[config.mk]
export PLATFORM = sky130hd
export DESIGN_NAME = flit_sink
export DESIGN_NICKNAME = d
export VERILOG_FILES = /design/src/rtl/flit_sink_pkg.sv /design/src/rtl/flit_sink_stall.sv /design/src/rtl/flit_sink.sv
export SDC_FILE = /design/constraint.sdc
export NUM_CORES = 1
export LEC_CHECK = 0
export CAP_MARGIN = 25
export CORE_ASPECT_RATIO = 0.6
export CORE_MARGIN = 2
export CORE_UTILIZATION = 65
export CTS_CLUSTER_SIZE = 25
export DETAILED_ROUTE_END_ITERATION = 16
export DONT_BUFFER_PORTS = 1
export MAX_ROUTING_LAYER = met4
export PLACE_DENSITY_LB_ADDON = 0.3
export SYNTH_ARGS = -nofsm -noshare
export SYNTH_HDL_FRONTEND = slang
export SYNTH_SLANG_ARGS = --single-unit
[constraint.sdc]
create_clock -name clk -period 6.35 [get_ports clk]
set_input_delay 1.905 -clock clk [delete_from_list [all_inputs] [get_ports clk]]
set_output_delay 1.905 -clock clk [all_outputs]
set_load 0.05 [all_outputs]
[src/rtl/flit_sink_pkg.sv]
// Shared definitions for the flit sink: flit/header field positions and FSM state encoding.
// Positions are functions of the data/address widths so every endpoint can size them itself.
package flit_sink_pkg;

   typedef enum logic [1:0] {
      HEAD   = 2'd0,
      BODY   = 2'd1,
      RESYNC = 2'd2
   } state_e;

   // Flit layout, MSB first: {last, dst_addr, data}
   localparam int DATA_LO = 0;

   function automatic int data_hi(input int data_size);
      return data_size - 1;
   endfunction

   function automatic int addr_lo(input int data_size);
      return data_size;
   endfunction

   function automatic int addr_hi(input int data_size, input int addr_size);
      return data_size + addr_size - 1;
   endfunction

   function automatic int last_bit(input int data_size, input int addr_size);
      return data_size + addr_size;
   endfunction

   // Header data layout: {len, src}
   localparam int SRC_LO = 0;

   function automatic int src_hi(input int addr_size);
      return addr_size - 1;
   endfunction

   function automatic int len_lo(input int addr_size);
      return addr_size;
   endfunction

   function automatic int len_hi(input int data_size);
      return data_size - 1;
   endfunction

endpackage

[src/rtl/flit_sink_stall.sv]
// Registered ready generator: out_r_o drops for one cycle in every STALL_PERIOD cycles.
// STALL_PERIOD below 2 means the endpoint never applies backpressure.
module flit_sink_stall #(
   parameter int STALL_PERIOD = 0
) (
   input  logic clk,
   input  logic a_rst,
   output logic out_r_o
);

   logic out_r_q;

   if (STALL_PERIOD < 2) begin : g_nostall
      // NOTE: sequential state uses non-blocking assignments only, reset checked first inside the clocked block.
      always_ff @(posedge clk) begin
         if (a_rst) out_r_q <= 1'b0;
         else       out_r_q <= 1'b1;
      end
   end else begin : g_stall
      localparam int CW = $clog2(STALL_PERIOD);
      localparam logic [CW-1:0] CNT_LAST = CW'(STALL_PERIOD - 1);

      logic [CW-1:0] stall_cnt_q, stall_cnt_d;

      assign stall_cnt_d = (stall_cnt_q == CNT_LAST) ? '0 : stall_cnt_q + CW'(1);

      // Ready is the registered image of the counter so it never depends on the sender.
      always_ff @(posedge clk) begin
         if (a_rst) begin
            stall_cnt_q <= '0;
            out_r_q     <= 1'b0;
         end else begin
            stall_cnt_q <= stall_cnt_d;
            out_r_q     <= (stall_cnt_q != CNT_LAST);
         end
      end
   end

   assign out_r_o = out_r_q;

endmodule

[src/rtl/flit_sink.sv]
// Receive-side endpoint: accepts flits, reassembles packets, checks destination, length and
// payload sequence, and reports per-packet results with saturating packet/error counters.
module flit_sink
   import flit_sink_pkg::*;
#(
   parameter int DATA_SIZE    = 8,
   parameter int ADDR_SIZE    = 2,
   parameter int ADDR         = 0,
   parameter int STALL_PERIOD = 0,
   parameter int CNT_W        = 16
) (
   input  logic                          clk,
   input  logic                          a_rst,
   input  logic [ADDR_SIZE+DATA_SIZE:0]  data_i,
   input  logic                          in_w,
   output logic                          out_r,
   output logic                          pack_done,
   output logic                          pack_ok,
   output logic [ADDR_SIZE-1:0]          pack_src,
   output logic [DATA_SIZE-ADDR_SIZE-1:0] pack_len,
   output logic [CNT_W-1:0]              pack_cnt,
   output logic [CNT_W-1:0]              err_cnt,
   output logic                          busy
);

   localparam int LEN_W  = DATA_SIZE - ADDR_SIZE;
   localparam int LAST_B = last_bit(DATA_SIZE, ADDR_SIZE);
   localparam int A_HI   = addr_hi(DATA_SIZE, ADDR_SIZE);
   localparam int A_LO   = addr_lo(DATA_SIZE);
   localparam int D_HI   = data_hi(DATA_SIZE);
   localparam int S_HI   = src_hi(ADDR_SIZE);
   localparam int L_HI   = len_hi(DATA_SIZE);
   localparam int L_LO   = len_lo(ADDR_SIZE);
   localparam logic [CNT_W-1:0]     CNT_MAX  = '1;
   localparam logic [ADDR_SIZE-1:0] OWN_ADDR = ADDR_SIZE'(ADDR);

   logic                 out_r_w, accept;
   logic                 flit_last, addr_bad;
   logic [DATA_SIZE-1:0] flit_data, idx_next, len_ext;
   logic [ADDR_SIZE-1:0] hdr_src;
   logic [LEN_W-1:0]     hdr_len;

   state_e               state_q, state_d;
   logic [ADDR_SIZE-1:0] src_q, src_d;
   logic [LEN_W-1:0]     len_q, len_d;
   logic [DATA_SIZE-1:0] exp_idx_q, exp_idx_d;
   logic                 err_addr_q, err_addr_d;
   logic                 err_len_q, err_len_d;
   logic                 err_seq_q, err_seq_d;
   logic                 close_d, pkt_err_d;

   logic                 pack_done_q, pack_ok_q;
   logic [ADDR_SIZE-1:0] pack_src_q;
   logic [LEN_W-1:0]     pack_len_q;
   logic [CNT_W-1:0]     pack_cnt_q, err_cnt_q;

   flit_sink_stall #(
      .STALL_PERIOD (STALL_PERIOD)
   ) u_stall (
      .clk     (clk),
      .a_rst   (a_rst),
      .out_r_o (out_r_w)
   );

   assign accept    = in_w & out_r_w;
   assign flit_last = data_i[LAST_B];
   assign addr_bad  = (data_i[A_HI:A_LO] != OWN_ADDR);
   assign flit_data = data_i[D_HI:DATA_LO];
   assign hdr_src   = data_i[S_HI:SRC_LO];
   assign hdr_len   = data_i[L_HI:L_LO];
   assign idx_next  = exp_idx_q + DATA_SIZE'(1);
   assign len_ext   = DATA_SIZE'(len_q);
   assign pkt_err_d = err_addr_d | err_len_d | err_seq_d;

   // NOTE: every signal written here gets a default first, so no path can infer a latch.
   always_comb begin
      state_d    = state_q;
      src_d      = src_q;
      len_d      = len_q;
      exp_idx_d  = exp_idx_q;
      err_addr_d = err_addr_q;
      err_len_d  = err_len_q;
      err_seq_d  = err_seq_q;
      close_d    = 1'b0;
      if (accept) begin
         case (state_q)
            HEAD: begin
               src_d      = hdr_src;
               len_d      = hdr_len;
               exp_idx_d  = '0;
               err_addr_d = addr_bad;
               err_seq_d  = 1'b0;
               err_len_d  = 1'b0;
               if (flit_last) begin
                  close_d   = 1'b1;
                  err_len_d = (hdr_len != '0);
               end else if (hdr_len == '0) begin
                  err_len_d = 1'b1;
                  state_d   = RESYNC;
               end else begin
                  state_d = BODY;
               end
            end
            BODY: begin
               err_addr_d = err_addr_q | addr_bad;
               err_seq_d  = err_seq_q | (flit_data != exp_idx_q);
               exp_idx_d  = idx_next;
               if (flit_last) begin
                  close_d   = 1'b1;
                  err_len_d = err_len_q | (idx_next != len_ext);
                  state_d   = HEAD;
               end else if (idx_next == len_ext) begin
                  // Length reached without last: drop the rest of this packet.
                  err_len_d = 1'b1;
                  state_d   = RESYNC;
               end
            end
            RESYNC: begin
               err_addr_d = err_addr_q | addr_bad;
               if (flit_last) begin
                  close_d = 1'b1;
                  state_d = HEAD;
               end
            end
            default: state_d = HEAD;
         endcase
      end
   end

   always_ff @(posedge clk) begin
      if (a_rst) begin
         state_q     <= HEAD;
         src_q       <= '0;
         len_q       <= '0;
         exp_idx_q   <= '0;
         err_addr_q  <= 1'b0;
         err_len_q   <= 1'b0;
         err_seq_q   <= 1'b0;
         pack_done_q <= 1'b0;
         pack_ok_q   <= 1'b0;
         pack_src_q  <= '0;
         pack_len_q  <= '0;
         pack_cnt_q  <= '0;
         err_cnt_q   <= '0;
      end else begin
         state_q     <= state_d;
         src_q       <= src_d;
         len_q       <= len_d;
         exp_idx_q   <= exp_idx_d;
         err_addr_q  <= err_addr_d;
         err_len_q   <= err_len_d;
         err_seq_q   <= err_seq_d;
         pack_done_q <= close_d;
         if (close_d) begin
            pack_ok_q  <= ~pkt_err_d;
            pack_src_q <= src_d;
            pack_len_q <= len_d;
            if (pack_cnt_q != CNT_MAX) pack_cnt_q <= pack_cnt_q + CNT_W'(1);
            if (pkt_err_d && (err_cnt_q != CNT_MAX)) err_cnt_q <= err_cnt_q + CNT_W'(1);
         end
      end
   end

   assign out_r     = out_r_w;
   assign pack_done = pack_done_q;
   assign pack_ok   = pack_ok_q;
   assign pack_src  = pack_src_q;
   assign pack_len  = pack_len_q;
   assign pack_cnt  = pack_cnt_q;
   assign err_cnt   = err_cnt_q;
   assign busy      = (state_q != HEAD);

endmodule

==> reports/results.ini, run 1 <==
[run_status]
status = finished clean

[clock_tree]
clock-sinks = 64
htreeDepth = 3
cts-root-buf = clkbuf_8
clk_latency_ns = 0.34
cts_tree = built
clk_pin_slew_worst_paths_ns = 0.08
post_cts_resized = 0
holdBufCountCts = 0
cts_setup_buffers = 0
numCtsBuffers = 9
clock_path_buffers = 2

[critical_path]
startpoint = exp_idx_q[0]$_SDFFE_PP0P_
reg2reg_from = exp_idx_q[0]$_SDFFE_PP0P_
path_delay_family = simple AND/OR/NAND/NOR gates
cp_num_buf_inv = 0
r2r_setup_slack_ns = 2.61
cp_max_fo = 26
worstSetupPathType = flip-flop to flip-flop
endpoint = err_cnt[5]$_SDFFE_PP0P_
setup.worst_path.end_class = flip-flop
ff2ff_path_depth = 13
crit_path_top_delay_cell = and4_1
rr_endpoint = err_cnt[5]$_SDFFE_PP0P_
max_stage_delay_ns = 0.73
timing.critical_path.mode_cell = nor3_1
path_depth = 13
start_kind = flip-flop
required_ns = 6.58
crit_path_cell_trace = ha_1 > nand3_1 > nor2_1 > xor2_1 > nor3_1 > o2111ai_1 > ha_1 > a31oi_1 > nor2b_1 > nor3_1 > and4_1 > nor3_1 > mux2_2
cp.arrival_ns = 3.98

[logic_synthesis]
synthCells = 371
async_flop_share = 0
synthDistinctLibCells = 53
synth-edff-count = 0
yosysWarningCount = 0
ys_seq_area_frac = 0.401
ys_ff_latch = 64
ys.flop_type = dfxtp_1
syn-mean-instance-area_um2 = 8.62
synth_fp_nets = 393
syn_area_um2 = 3200

[layout]
fin_nets = 387
regArea_um2 = 1280
area_growth_pct = 6.81
diodes = 0
fillers = 360
layout_commonest_cell = nor2_1
multiInputGateArea_um2 = 1790
drive_gt1_frac = 0.0865
mostFrequentLayoutCells = nor2_1 (65), dfxtp_1 (64), nand2_1 (22)
finish.utilization = 0.733

[timing]
timing.fmax_mhz = 267
min_period_over_period = 0.590
tns_ns = 0
fin_crit_ns = 3.74
maxSlewViolCount = 0
fin_skew_ns = 0.00772
rsz0062_at_grt = false
hold_viol_final = 0
relSlewSlack = 0.491
worst_pin_slew_ns = 0.764
setup_viol = 0

[floorplanning]
core_um2 = 4660
start_util = 0.686
row_count = 19
die_h_um = 58.3
die-area_um2 = 5520
die_width_um = 94.6
pin_count = 58

[global_route]
grt_overflow_total = 0
grt_max_degree = 72
grt_pass1_wl_mm = 11.4
grt_usage = 0.277
antenna_found_initial = 0
grt_pass1_vias = 2370

[pwr]
p_leak_nw = 1.24
peakVddDrop_uv = 215
cellPowerDensity_nw_per_um2 = 260

[placement]
place_hpwl_mm = 4.90
port_buffers = 0
place_congestion = 0.870

[job]
drv_cap = 0

[detailed_routing]
ant_nets = 0
dr.pass1.iters = 5
drc = 0
drt_iter0_markers = 168
via_count = 2619
routed_via_density = 6.05
wl_mm = 7.04
wl_per_cell_um = 16.3

[hold_path]
worstHoldPathType = flip-flop to flip-flop

==> layout make-up <==
cell class,instances,area share
Clock buffer,10,0.0403
Timing Repair Buffer,1,0.00220
Clock inverter,6,0.0271
Sequential cell,64,0.375
Tap cell,63,0.0231
Inverter,7,0.00769
Multi-Input combinational cell,282,0.525
==> worst min-delay path, stage by stage (launching register included) <==
cell     delay (ns)
dfxtp_1        0.31
mux2i_1        0.08
nor2_1         0.08
==> flip-flops by register name, summed over array words and instances, names as in the netlist, 2 cells and up <==
register	cells
err_cnt	16
pack_cnt	16
exp_idx_q	8
len_q	6
pack_len	6
pack_src	2
src_q	2
state_q	2
==> kinds of logic (layout without fill, tap and decap cells) <==
family | count (synthesis) | in the layout | synth area share
buf+inv | 25 | 24 | 0.0391
fa+ha+maj | 8 | 8 | 0.0313
mux | 16 | 16 | 0.0528
compound gates | 59 | 59 | 0.124
xor+xnor | 33 | 33 | 0.0904
simple gates | 166 | 166 | 0.261
flops | 64 | 64 | 0.401
==> routing by layer <==
metal,wire length [um],GRT usage,share of wire
met2,3120,0.408,0.44
met3,534,0.102,0.076
met5,0,-,0
met4,59,0.0787,0.0084
met1,3320,0.362,0.47
==> power breakdown <==
part           internal, mW  switching, mW  total [mW]  leakage [nW]
Clock                 0.233          0.164       0.397         0.109
Combinational        0.0216         0.0370      0.0586         0.616
Sequential            0.410         0.0224       0.432         0.518
Total                 0.664          0.224       0.888          1.24
==> worst min-delay path by stage <==
stage	start	to	slack [ns]	cells past startpoint
floorplan	err_addr_q$_SDFF_PP0_	err_addr_q$_SDFF_PP0_	0.45	2
global placement	err_seq_q$_SDFF_PP0_	err_seq_q$_SDFF_PP0_	0.48	2
detailed placement	src_q[1]$_SDFF_PP0_	src_q[1]$_SDFF_PP0_	0.49	2
CTS	err_addr_q$_SDFF_PP0_	err_addr_q$_SDFF_PP0_	0.51	2
global route	err_addr_q$_SDFF_PP0_	err_addr_q$_SDFF_PP0_	0.54	2
finish	src_q[1]$_SDFF_PP0_	src_q[1]$_SDFF_PP0_	0.51	2
==> Yosys cell counts (2+ instances only) <==
cell,instances,area (um2)
nor3_1,7,35.0
clkbuf_1,6,22.5
clkbuf_2,2,10.0
or4_1,2,15.0
buf_6,3,33.8
nand2_1,22,82.6
o31ai_1,3,22.5
xor2_1,17,149
a211oi_1,9,67.6
o21ai_0,13,65.1
o211ai_1,2,15.0
nor2_1,65,244
mux2_2,7,78.8
buf_2,2,10.0
nand4_1,14,87.6
and3_1,4,25.0
mux2i_1,9,90.1
or3_1,7,43.8
nor2b_1,9,56.3
nand3_1,14,70.1
and2_1,2,12.5
a22oi_1,3,22.5
nor3b_1,3,22.5
and4b_1,2,20.0
nor4_1,3,18.8
nand3b_1,2,15.0
ha_1,8,100
a21oi_1,17,85.1
buf_1,4,15.0
dfxtp_1,64,1280
and4_1,3,26.3
a21o_1,2,15.0
xnor2_1,16,140
inv_1,6,22.5
==> metrics by stage <==
stage	instances	setup slack, ns	total power [mW]	instance area, um2	hold WS (ns)
2_1_floorplan	371	2.78	0.499	3200	0.445
3_3_place_gp	416	2.38	0.497	3180	0.483
3_5_place_dp	416	2.25	0.499	3180	0.493
4_1_cts	432	2.62	0.893	3410	0.512
5_1_grt	433	2.34	0.920	3420	0.541
6_report	433	2.61	0.888	3420	0.507
Power figures use the tool's default switching activity.
==> run 2, diff against run 1 <==
Settings changed: ABC_AREA set to 1, CORE_UTILIZATION 65 to 57.
Clock period 6.35 ns to 3 ns, I/O delays scaled along.
==> reports/results.ini, run 2 <==
[logic_synthesis]
synthDistinctLibCells = 37
synth_fp_nets = 472
async_flop_share = 0
synth_top_area_share = 0.377
yosysWarningCount = 0
synth-edff-count = 0
synthCells = 450
syn-mean-instance-area_um2 = 7.55
yosys.area.top_type = dfxtp_1
ys_ff_latch = 64
ys_top_cells_by_area = dfxtp_1 (38%), nand2_1 (8.4%), nor2_1 (5.2%)
yosys.cell_count.top_type = nand2_1
syn_area_um2 = 3400
ys_seq_area_frac = 0.377
ys.flop_type = dfxtp_1
synthTopCellsByCount = nand2_1 (76), dfxtp_1 (64), nor2_1 (47), inv_1 (45), a21oi_1 (34)

[clock_tree]
cts-root-buf = clkbuf_8
numCtsBuffers = 9
clk_pin_slew_worst_paths_ns = 0.07
clk_latency_ns = 0.35
clock-sinks = 64
htreeDepth = 3
clock_path_buffers = 2
cts_tree = built
holdBufCountCts = 0

[pwr]
power.total_mw = 1.76
peakVddDrop_uv = 235
p_leak_nw = 1.52
cellPowerDensity_nw_per_um2 = 451

[floorplanning]
start_util = 0.599
die_h_um = 63.8
pin_count = 58
die-area_um2 = 6610
core_um2 = 5680
die_width_um = 104
row_count = 21

[detailed_routing]
ant_nets = 0
via_count = 3049
drt_iter0_markers = 178
wl_mm = 8.58
wl_per_cell_um = 15.3
routed_via_density = 5.43
drc = 0
dr.pass1.iters = 4

[job]
drv_cap = 0

[timing]
rsz0062_at_grt = true
setup_viol = 0
maxSlewViolCount = 0
relSlewSlack = 0.501
hold_viol_final = 0
min_period_over_period = 0.971
fin_skew_ns = 0.00657
setup_ws_ns = 0.0868
fin_crit_ns = 2.91
timing.fmax_mhz = 343
worst_pin_slew_ns = 0.748

[layout]
finalNonFillerCells = 562
area_growth_pct = 14.9
final_area_um2 = 3900
mostFrequentLayoutCells = nand2_1 (75), dfxtp_1 (61), nor2_1 (47)
fin_nets = 499
layout_commonest_cell = nand2_1
drive_gt1_frac = 0.197
diodes = 0
finish.utilization = 0.688

[critical_path]
setup.worst_path.end_class = flip-flop
worstSetupPathType = flip-flop to flip-flop
ff2ff_path_depth = 16
required_ns = 3.27
cp.arrival_ns = 3.19
cp_max_fo = 8
start_kind = flip-flop

[global_route]
grt_usage = 0.279
grt_overflow_total = 0
antenna_found_initial = 0
grt_pass1_vias = 2918
grt_max_degree = 40
grt_pass1_wl_mm = 14.1

[placement]
port_buffers = 0
pre_cts_ws_ns = -0.0300
place_congestion = 1.02
dp.cells = 539
dpl-instance-area_um2 = 3590
place_hpwl_mm = 6.02

[hold_path]
hold_path_depth = 2
worstHoldPathType = flip-flop to flip-flop

[run_status]
status = finished clean

run 2: where the power goes:
group | leakage, nW | switching [mW] | total [mW] | internal, mW
clock network | 0.0813 | 0.335 | 0.654 | 0.319
registers | 0.521 | 0.0382 | 0.908 | 0.869
logic | 0.919 | 0.141 | 0.201 | 0.0600
run 2: cell families after synthesis:
| family | count (synthesis) | synth area share |
|---|---|---|
| AOI/OAI and AO/OA | 85 | 0.145 |
| xor gates and xnor gates | 29 | 0.0748 |
| adders and majority gates | 8 | 0.0295 |
| buffers and inverters | 59 | 0.0715 |
| DFF | 64 | 0.377 |
| muxes | 4 | 0.0118 |
| and+or+nand+nor | 201 | 0.290 |
run 2: worst paths after layout:
kind	startpoint	end	slack, ns
worst min register to register	src_q[1]$_SDFF_PP0_	src_q[1]$_SDFF_PP0_	0.49
worst max register to register	exp_idx_q[0]$_SDFFE_PP0P_	err_cnt[10]$_SDFFE_PP0P_	0.09
worst max-delay path	exp_idx_q[0]$_SDFFE_PP0P_	err_cnt[10]$_SDFFE_PP0P_	0.09
worst min-delay path	src_q[1]$_SDFF_PP0_	src_q[1]$_SDFF_PP0_	0.49
run 2: cell type report:
type / instances / area, um2
multi-input combinational: 330 / 1970
fill: 463 / 1770
sequential: 64 / 1290
timing repair buffer: 26 / 195
inverter: 46 / 173
clock buffer: 11 / 141
tap: 80 / 100
clock inverter: 5 / 32.5
run 2: what timing repair did:
| item | 4_1_cts | 5_1_grt |
|---|---|---|
| cloned | 0 | 3 |
| buffers inserted | 0 | 4 |
| pin swaps | 1 | 12 |
| gates resized for setup | 2 | 17 |
| setup endpoints to repair | 15 | 16 |
run 2: metrics by stage:
stage / hold slack, ns / TNS [ns]
after floorplan: 0.456 / 0
after global placement: 0.471 / 0
after detailed placement: 0.480 / -0.111
after CTS: 0.496 / 0
after global routing: 0.533 / -0.279
final: 0.494 / 0
run 2: metal layers:
metal  vias to the layer above  GRT usage  wire (um)
li1                       1537          -          -
met1                      1409      0.372       4240
met2                        93      0.395       3590
met3                        10     0.0949        652
met4                         0      0.103        104
met5                         -          -          0
run 2: worst max-delay path, stage by stage, from the launching register on:
cell	delay (ns)
dfxtp_4	0.40
ha_4	0.15
nand4_1	0.10
nor2_1	0.17
xor2_1	0.11
nor4_2	0.30
nand4_1	0.13
ha_1	0.30
o21ai_1	0.12
nand2_1	0.08
a21oi_2	0.13
nand2_2	0.09
a21oi_4	0.27
nand2_8	0.13
nand2_8	0.15
nand2_4	0.05
a21oi_2	0.17
